$ cat config.mk
export PLATFORM = sky130hd
export DESIGN_NAME = muldiv_unit
export DESIGN_NICKNAME = d
export VERILOG_FILES = /design/src/rtl/muldiv_unit.sv
export SDC_FILE = /design/constraint.sdc
export NUM_CORES = 1
export LEC_CHECK = 0
export CAP_MARGIN = 20
export CELL_PAD_IN_SITES_DETAIL_PLACEMENT = 0
export CELL_PAD_IN_SITES_GLOBAL_PLACEMENT = 1
export CORE_MARGIN = 8
export CORE_UTILIZATION = 46
export CTS_CLUSTER_DIAMETER = 50
export DETAILED_ROUTE_END_ITERATION = 10
export PLACE_DENSITY = 0.85
export SLEW_MARGIN = 10
export SYNTH_ARGS = -nofsm -noshare
export SYNTH_HDL_FRONTEND = slang
export SYNTH_SLANG_ARGS = --single-unit
$ cat constraint.sdc
create_clock -name clk -period 10.4 [get_ports clk]
set_input_delay 1.56 -clock clk [delete_from_list [all_inputs] [get_ports clk]]
set_output_delay 1.56 -clock clk [all_outputs]
set_load 0.02 [all_outputs]
$ cat src/rtl/muldiv_unit.sv
// Iterative RV32M multiply/divide unit: shift-add multiply and restoring divide
// on operand magnitudes, XLEN iterations, with sign correction in a final cycle.
module muldiv_unit #(
  parameter int XLEN = 32
) (
  input  logic            clk,
  input  logic            rst,
  input  logic            start,
  input  logic [2:0]      funct3,
  input  logic [XLEN-1:0] op_a,
  input  logic [XLEN-1:0] op_b,
  output logic            busy,
  output logic            done,
  output logic [XLEN-1:0] result,
  output logic [1:0]      dbg_state
);

  // Handshake: start is taken on a rising edge only while busy=0; done is a
  // one-cycle pulse with result valid in that same cycle and held afterwards.
  typedef enum logic [1:0] {
    S_IDLE   = 2'd0,
    S_CALC   = 2'd1,
    S_FINISH = 2'd2
  } state_t;

  localparam int CNT_W = $clog2(XLEN);
  localparam logic [CNT_W-1:0] CNT_LAST = CNT_W'(XLEN - 1);
  localparam logic [CNT_W-1:0] CNT_ONE  = CNT_W'(1);
  localparam logic [XLEN-1:0]  ONE      = XLEN'(1);
  localparam logic [2*XLEN-1:0] ONE2    = (2*XLEN)'(1);

  state_t              r_state;
  logic [2:0]          r_op;
  logic [XLEN-1:0]     r_a_mag;
  logic [XLEN-1:0]     r_b_mag;
  logic                r_a_neg;
  logic                r_b_neg;
  logic                r_b_zero;
  logic [CNT_W-1:0]    r_cnt;
  logic [2*XLEN-1:0]   r_prod;
  logic [XLEN-1:0]     r_quo;
  logic [XLEN-1:0]     r_rem;
  logic [XLEN-1:0]     r_result;
  logic                r_done;

  logic                w_a_signed;
  logic                w_b_signed;
  logic                w_a_neg;
  logic                w_b_neg;
  logic [XLEN-1:0]     w_a_mag;
  logic [XLEN-1:0]     w_b_mag;
  logic [XLEN:0]       w_mul_add;
  logic [XLEN:0]       w_mul_sum;
  logic [2*XLEN-1:0]   w_prod_next;
  logic [XLEN:0]       w_div_shift;
  logic [XLEN-1:0]     w_div_diff;
  logic                w_div_ge;
  logic                w_res_neg;
  logic [2*XLEN-1:0]   w_prod_signed;
  logic [XLEN-1:0]     w_quo_signed;
  logic [XLEN-1:0]     w_rem_signed;
  logic [XLEN-1:0]     w_final;

  assign w_a_signed = (funct3 == 3'b001) || (funct3 == 3'b010) ||
                      (funct3 == 3'b100) || (funct3 == 3'b110);
  assign w_b_signed = (funct3 == 3'b001) || (funct3 == 3'b100) ||
                      (funct3 == 3'b110);
  assign w_a_neg    = w_a_signed & op_a[XLEN-1];
  assign w_b_neg    = w_b_signed & op_b[XLEN-1];
  assign w_a_mag    = w_a_neg ? (~op_a + ONE) : op_a;
  assign w_b_mag    = w_b_neg ? (~op_b + ONE) : op_b;

  // Multiplier sits in the low half and is consumed LSB-first as the sum shifts in.
  assign w_mul_add   = r_prod[0] ? {1'b0, r_a_mag} : '0;
  assign w_mul_sum   = {1'b0, r_prod[2*XLEN-1:XLEN]} + w_mul_add;
  assign w_prod_next = {w_mul_sum, r_prod[XLEN-1:1]};

  // w_div_shift is the 33-bit partial remainder; after a subtract it always fits XLEN bits.
  assign w_div_shift = {r_rem, r_quo[XLEN-1]};
  assign w_div_ge    = (w_div_shift >= {1'b0, r_b_mag});
  assign w_div_diff  = w_div_shift[XLEN-1:0] - r_b_mag;

  assign w_res_neg     = r_a_neg ^ r_b_neg;
  assign w_prod_signed = w_res_neg ? (~r_prod + ONE2) : r_prod;
  assign w_quo_signed  = r_b_zero  ? '1 : (w_res_neg ? (~r_quo + ONE) : r_quo);
  assign w_rem_signed  = r_a_neg   ? (~r_rem + ONE) : r_rem;

  always_comb begin
    w_final = '0;
    case (r_op)
      3'b000:                 w_final = w_prod_signed[XLEN-1:0];
      3'b001, 3'b010, 3'b011: w_final = w_prod_signed[2*XLEN-1:XLEN];
      3'b100, 3'b101:         w_final = w_quo_signed;
      default:                w_final = w_rem_signed;
    endcase
  end

  always_ff @(posedge clk or posedge rst) begin
    if (rst) begin
      r_state  <= S_IDLE;
      r_op     <= '0;
      r_a_mag  <= '0;
      r_b_mag  <= '0;
      r_a_neg  <= 1'b0;
      r_b_neg  <= 1'b0;
      r_b_zero <= 1'b0;
      r_cnt    <= '0;
      r_prod   <= '0;
      r_quo    <= '0;
      r_rem    <= '0;
      r_result <= '0;
      r_done   <= 1'b0;
    end else begin
      r_done <= 1'b0;
      case (r_state)
        S_IDLE: begin
          if (start) begin
            r_op     <= funct3;
            r_a_mag  <= w_a_mag;
            r_b_mag  <= w_b_mag;
            r_a_neg  <= w_a_neg;
            r_b_neg  <= w_b_neg;
            r_b_zero <= (op_b == '0);
            r_cnt    <= '0;
            r_prod   <= {{XLEN{1'b0}}, w_b_mag};
            r_quo    <= w_a_mag;
            r_rem    <= '0;
            r_state  <= S_CALC;
          end
        end
        S_CALC: begin
          r_prod <= w_prod_next;
          r_quo  <= {r_quo[XLEN-2:0], w_div_ge};
          r_rem  <= w_div_ge ? w_div_diff : w_div_shift[XLEN-1:0];
          if (r_cnt == CNT_LAST) begin
            r_state <= S_FINISH;
          end else begin
            r_cnt <= r_cnt + CNT_ONE;
          end
        end
        S_FINISH: begin
          r_result <= w_final;
          r_done   <= 1'b1;
          r_state  <= S_IDLE;
        end
        default: r_state <= S_IDLE;
      endcase
    end
  end

  assign busy      = (r_state != S_IDLE);
  assign done      = r_done;
  assign result    = r_result;
  assign dbg_state = r_state;

endmodule

* Word level (Yosys, flattened, before mapping)
Cells that the tools add are included.
** Operators by class
- $add $sub $neg :: 8
- Magnitude comparators :: 1
- Equality and inequality tests :: 15
- Multiplexer cells :: 22
- Bitwise logic cells :: 8
- Reductions and logical operators :: 16
** Operator list (count)
- 32-bit 2-to-1 mux :: 9
- 32-bit by 1-bit adder with 32-bit output, second input constant :: 4
- 64-bit 2-to-1 mux :: 2
- 32-bit inverter :: 4
- 32-bit one-hot mux with 2 select lines :: 2
- 64-bit one-hot mux with 2 select lines :: 1
- 32-bit one-hot mux with 3 select lines :: 1
- 64-bit by 1-bit adder with 64-bit output, second input constant :: 1
- 64-bit inverter :: 1
- 32-bit by 32-bit adder with 33-bit output :: 1
- 33-bit by 32-bit greater-or-equal comparator with 1-bit output :: 1
- 32-bit zero test :: 1
- 32-bit subtractor :: 1
- 3-bit equality test, second input constant :: 4
- 5-bit 2-to-1 mux :: 2
- 5-bit one-hot mux with 2 select lines :: 1
- 3-bit by 2-bit equality test with 1-bit output, second input constant :: 3
- 3-bit by 1-bit equality test with 1-bit output, second input constant :: 2
- 2-bit != test, second input constant :: 3
- 2-bit AND reduction :: 3
- 5-bit by 1-bit adder with 5-bit output, second input constant :: 1
- 5-bit equality test, second input constant :: 1
- 1-bit logical OR :: 5
- 2-bit 2-to-1 mux :: 2
- other kinds (12) :: 14
** Storage, ports and cells
- Register bits :: 238
- Input port bits :: 70
- Logic and storage cells :: 83

* Logic depth before layout (Yosys ltp)
- Depth after elaboration :: 8
- Depth in mapped cells :: 14

* Least setup slack after synthesis
No wires, ideal clock.
- Path type :: input port to flip-flop
- Start point :: in op_b[5]
- End point :: reg r_prod[27]
- Library setup time :: 0.126 ns
- Arrival :: 3.942 ns
- Data required time :: 10.274 ns
- Path slack :: 6.332 ns
- Cell stages on the path :: 9
- Buffers on the path :: 0
- Path through :: or4_4 or3_1 or4_4 nor4_4 nand2_2 o21ai_1 xor2_1 nor2_1 a221o_1
** Between the ends
- Longest elaborated chain between the ends :: 5
** Ends and longest elaborated chain
- from (decl) :: line 11 : input logic [XLEN-1:0] op_b,
- 32-bit inverter :: line 71 : assign w_b_mag = w_b_neg ? (~op_b + ONE) : op_b;
- 32-bit by 1-bit adder with 32-bit output :: line 71
- 32-bit 2-to-1 mux :: line 71
- 64-bit 2-to-1 mux :: line 117 : if (start) begin
- 64-bit one-hot mux with 2 select lines :: line 115 : case (r_state)
- to (signal assigned) :: line 125 : r_prod <= {{XLEN{1'b0}}, w_b_mag};
- to (signal assigned) :: line 132 : r_prod <= w_prod_next;
- to (decl) :: line 40 : logic [2*XLEN-1:0] r_prod;
No other way between the ends. The select of a mux whose other input is x is not followed.
A chain may end at the register's enable or synchronous reset.

* Final worst setup path
Ends and elaborated chain as after synthesis.

==> results.yml <==
run_status:
  status: "finished, final reports clean"
run:
  maxCapViolCount: 0
sta:
  tightest_slew_ns: 1.09
  fin_skew_ns: 0.0165
  rsz0062_at_grt: "no"
  fmax_mhz: 235
  fin_crit_ns: 4.26
  relSlewSlack_pct: 26.8
  finalHoldViolCount: 0
  setup_viol: 0
  timing.setup.tns_ns: 0
  slew_violations: 0
  fin_crit_sh_pct: 41.0
synth:
  synth-edff-count: 0
  syn_inst: 2093
  synth_seq_cells: 238
  netlist_area_sq_um: 17500
  yosys-top-cells-count: "dfrtp_1 (238), nand2_1 (225), o21ai_0 (217), nor2_1 (154), a21oi_1 (121)"
  synth_top_cell_by_area: "dfrtp_1"
  synth_nets: 2236
  synthFlopType: "dfrtp_1"
  ys_warn_count: 0
  ys_seq_area_share_pct: 34.0
  async_flop_share_pct: 100
  synth_cell_types: 78
  yosysMostFrequentCell: "dfrtp_1"
  synth_area_leaders: "dfrtp_1 (34%), o21ai_0 (6.2%), xor2_1 (6.0%)"
  synth_top_area_share_pct: 34.0
  syn_avg_cell_area_sq_um: 8.37
pwr:
  power_density_nw_per_um2: 396
  leakage_nw: 8.40
  peakVddDrop_v: 0.000343
setup_path:
  cp_common_cell: "or4_4"
  critPathArrivalTime_ns: 4.65
  start_kind: "primary input"
  reg2reg_slack_ns: 6.30
  worstPathMaxFanout: 6
  required_ns: 10.79
  reg2regPathDepth: 11
  path_class: "primary input to register"
  crit_slowest_cell: "or4_4"
  path_cells: "clkdlybuf4s50_1, or4_4, or3_1, or4_4, nor4_4, nand2_2, o21ai_1, xor2_1, nor2_1, a221o_1"
  end_kind: "register"
  worstReg2RegEnd: "r_rem[30]$_DFFE_PP0P_"
  worstReg2RegStart: "r_rem[0]$_DFFE_PP0P_"
  max_stage_delay_ns: 0.59
finish:
  antenna-diode-count: 0
  drive_gt1_share_pct: 5.23
  nFillCells: 3530
  stdcell_count: 2673
  layout.nets: 2280
  syn_to_final_growth_pct: 14.9
grt:
  globalRouteTotalUtil_pct: 26.0
  grt_overflow_total: 0
  grt_first_pass_wirelength_um: 91000
  grt_max_degree: 123
  grt_pass1_vias: 15400
  antenna_found_initial: 0
cts:
  cts_tree: "done"
  cts_setup_buffers: 0
  path_clk_slew_ns: 0.06
  cts_buffers: 34
  cts_root_buf: "clkbuf_16"
  clock_path_buffers: 3
  insertion_delay_ns: 0.52
  ctsResizeCount: 0
  hold_buffers: 0
  htree_levels: 2
  clock-sinks: 238
die:
  coreArea_sq_um: 37600
  pin_count: 106
  die_w_um: 211
  rows: 71
  fp.dieArea_sq_um: 44600
  die_y_um: 211
  start_util_pct: 46.6
placement:
  dp.cells: 2612
  post-dp-hpwl_um: 45700
  place.gp.congestion: 1.03
  port_buffers: 105
routing:
  drt-vias-per-instance: 6.20
  routed_wl_um: 59400
  route.detailed.drc: 0
  detail_route.wl_per_cell_um: 22.2
  vias: 16600
  drt_iter0_markers: 1681
  drtPass1Iterations: 8
  detail-route-antenna-nets: 0
min_path:
  min_path_cells: 2
  hp-class: "register to register"
  whs_endpoint: "r_a_mag[26]$_DFFE_PP0P_"
  worstHoldStart: "r_a_mag[26]$_DFFE_PP0P_"
placed cells by master (no fill, tap or decap), types with 35 or more instances in the layout:
cell type and instances:
ha_1 71, and2_1 39, a221o_1 35, clkdlybuf4s50_1 105
nor2_1 153, a21oi_1 120, nand2_1 224, inv_1 75
nor3_1 40, xnor2_1 98, o31ai_1 39, xor2_1 119
dfrtp_1 238, a21o_1 54, o21ai_0 217, clkbuf_16 37
final cells by class:
class / count / area (sq um) / share of cell area, %
clock buffers: 46 / 990 / 4.92
clock inverters: 15 / 145 / 0.721
repair buffers: 124 / 1210 / 5.99
well taps: 511 / 639 / 3.18
inverters: 76 / 293 / 1.45
flip-flops and latches: 238 / 5960 / 29.6
multi-input cells: 1663 / 10900 / 54.1
flip-flops by register name, summed over array words and instances (netlist names):
| name | cells |
|---|---|
| dbg_state | 2 |
| done | 1 |
| r_a_mag | 32 |
| r_a_neg | 1 |
| r_b_mag | 32 |
| r_b_neg | 1 |
| r_b_zero | 1 |
| r_cnt | 5 |
| r_op | 3 |
| r_prod | 64 |
| r_quo | 32 |
| r_rem | 32 |
| result | 32 |
logic make-up (layout without fill, tap and decap cells):
group	count (synthesis)	in the layout	share of synthesized area (%)
AO/OA/AOI/OAI	688	688	25.6
XOR/XNOR	219	219	11.0
adder cells (fa/ha/maj)	73	73	5.30
buffers and inverters	192	261	4.14
flip-flops	238	238	34.0
multiplexers	29	29	1.67
AND/OR/NAND/NOR	654	654	18.3
through the flow:
| stage | hold WS [ns] | cell area, sq um | util, % | total power [W] | setup WS [ns] |
|---|---|---|---|---|---|
| finish | 0.473 | 20100 | 53.6 | 0.00798 | 6.14 |
| global route | 0.495 | 20100 | 53.6 | 0.00851 | 5.95 |
| CTS | 0.474 | 20100 | 53.6 | 0.00788 | 6.14 |
| detailed placement | 0.462 | 19000 | 50.5 | 0.00669 | 5.61 |
| global placement | 0.453 | 19000 | 50.5 | 0.00660 | 5.65 |
| floorplan | 0.438 | 17500 | - | 0.00525 | 2.31 |
worst max-delay path by stage:
stage,start,end,slack (ns),depth (start not counted)
after floorplan,rst,dbg_state[0]$_DFFE_PP0P_,2.31,1
after global placement,op_b[5],r_prod[27]$_DFFE_PP0P_,5.65,10
after detailed placement,op_b[5],r_prod[27]$_DFFE_PP0P_,5.61,10
after CTS,op_b[5],r_prod[27]$_DFFE_PP0P_,6.14,10
after global routing,op_b[5],r_prod[27]$_DFFE_PP0P_,5.95,10
final,op_b[5],r_prod[27]$_DFFE_PP0P_,6.14,10
power by group:
group / total (W) / internal (W) / switching (W)
logic: 0.00479 / 0.00192 / 0.00287
clock network: 0.00116 / 0.000704 / 0.000453
registers: 0.00203 / 0.00136 / 0.000667
worst max-delay path: cells and delay by family:
kind	cells	cell delay, ns
buffers and inverters	1	0.46
xor gates and xnor gates	1	0.16
AOI/OAI and AO/OA	2	0.48
and+or+nand+nor	6	1.99
routing by layer:
layer  vias to the layer above  share of wire (%)  global-route usage, %  routed length, um
li1                       7726                  -                      -                  -
met1                      8037                 46                   37.5              27100
met2                       720                 42                   37.5              24900
met3                        84                 10                   8.09               6200
met4                         2                1.7                   5.16               1000
met5                         -               0.16                   1.67                 97
Note: power is estimated with default switching activity, not from simulation.
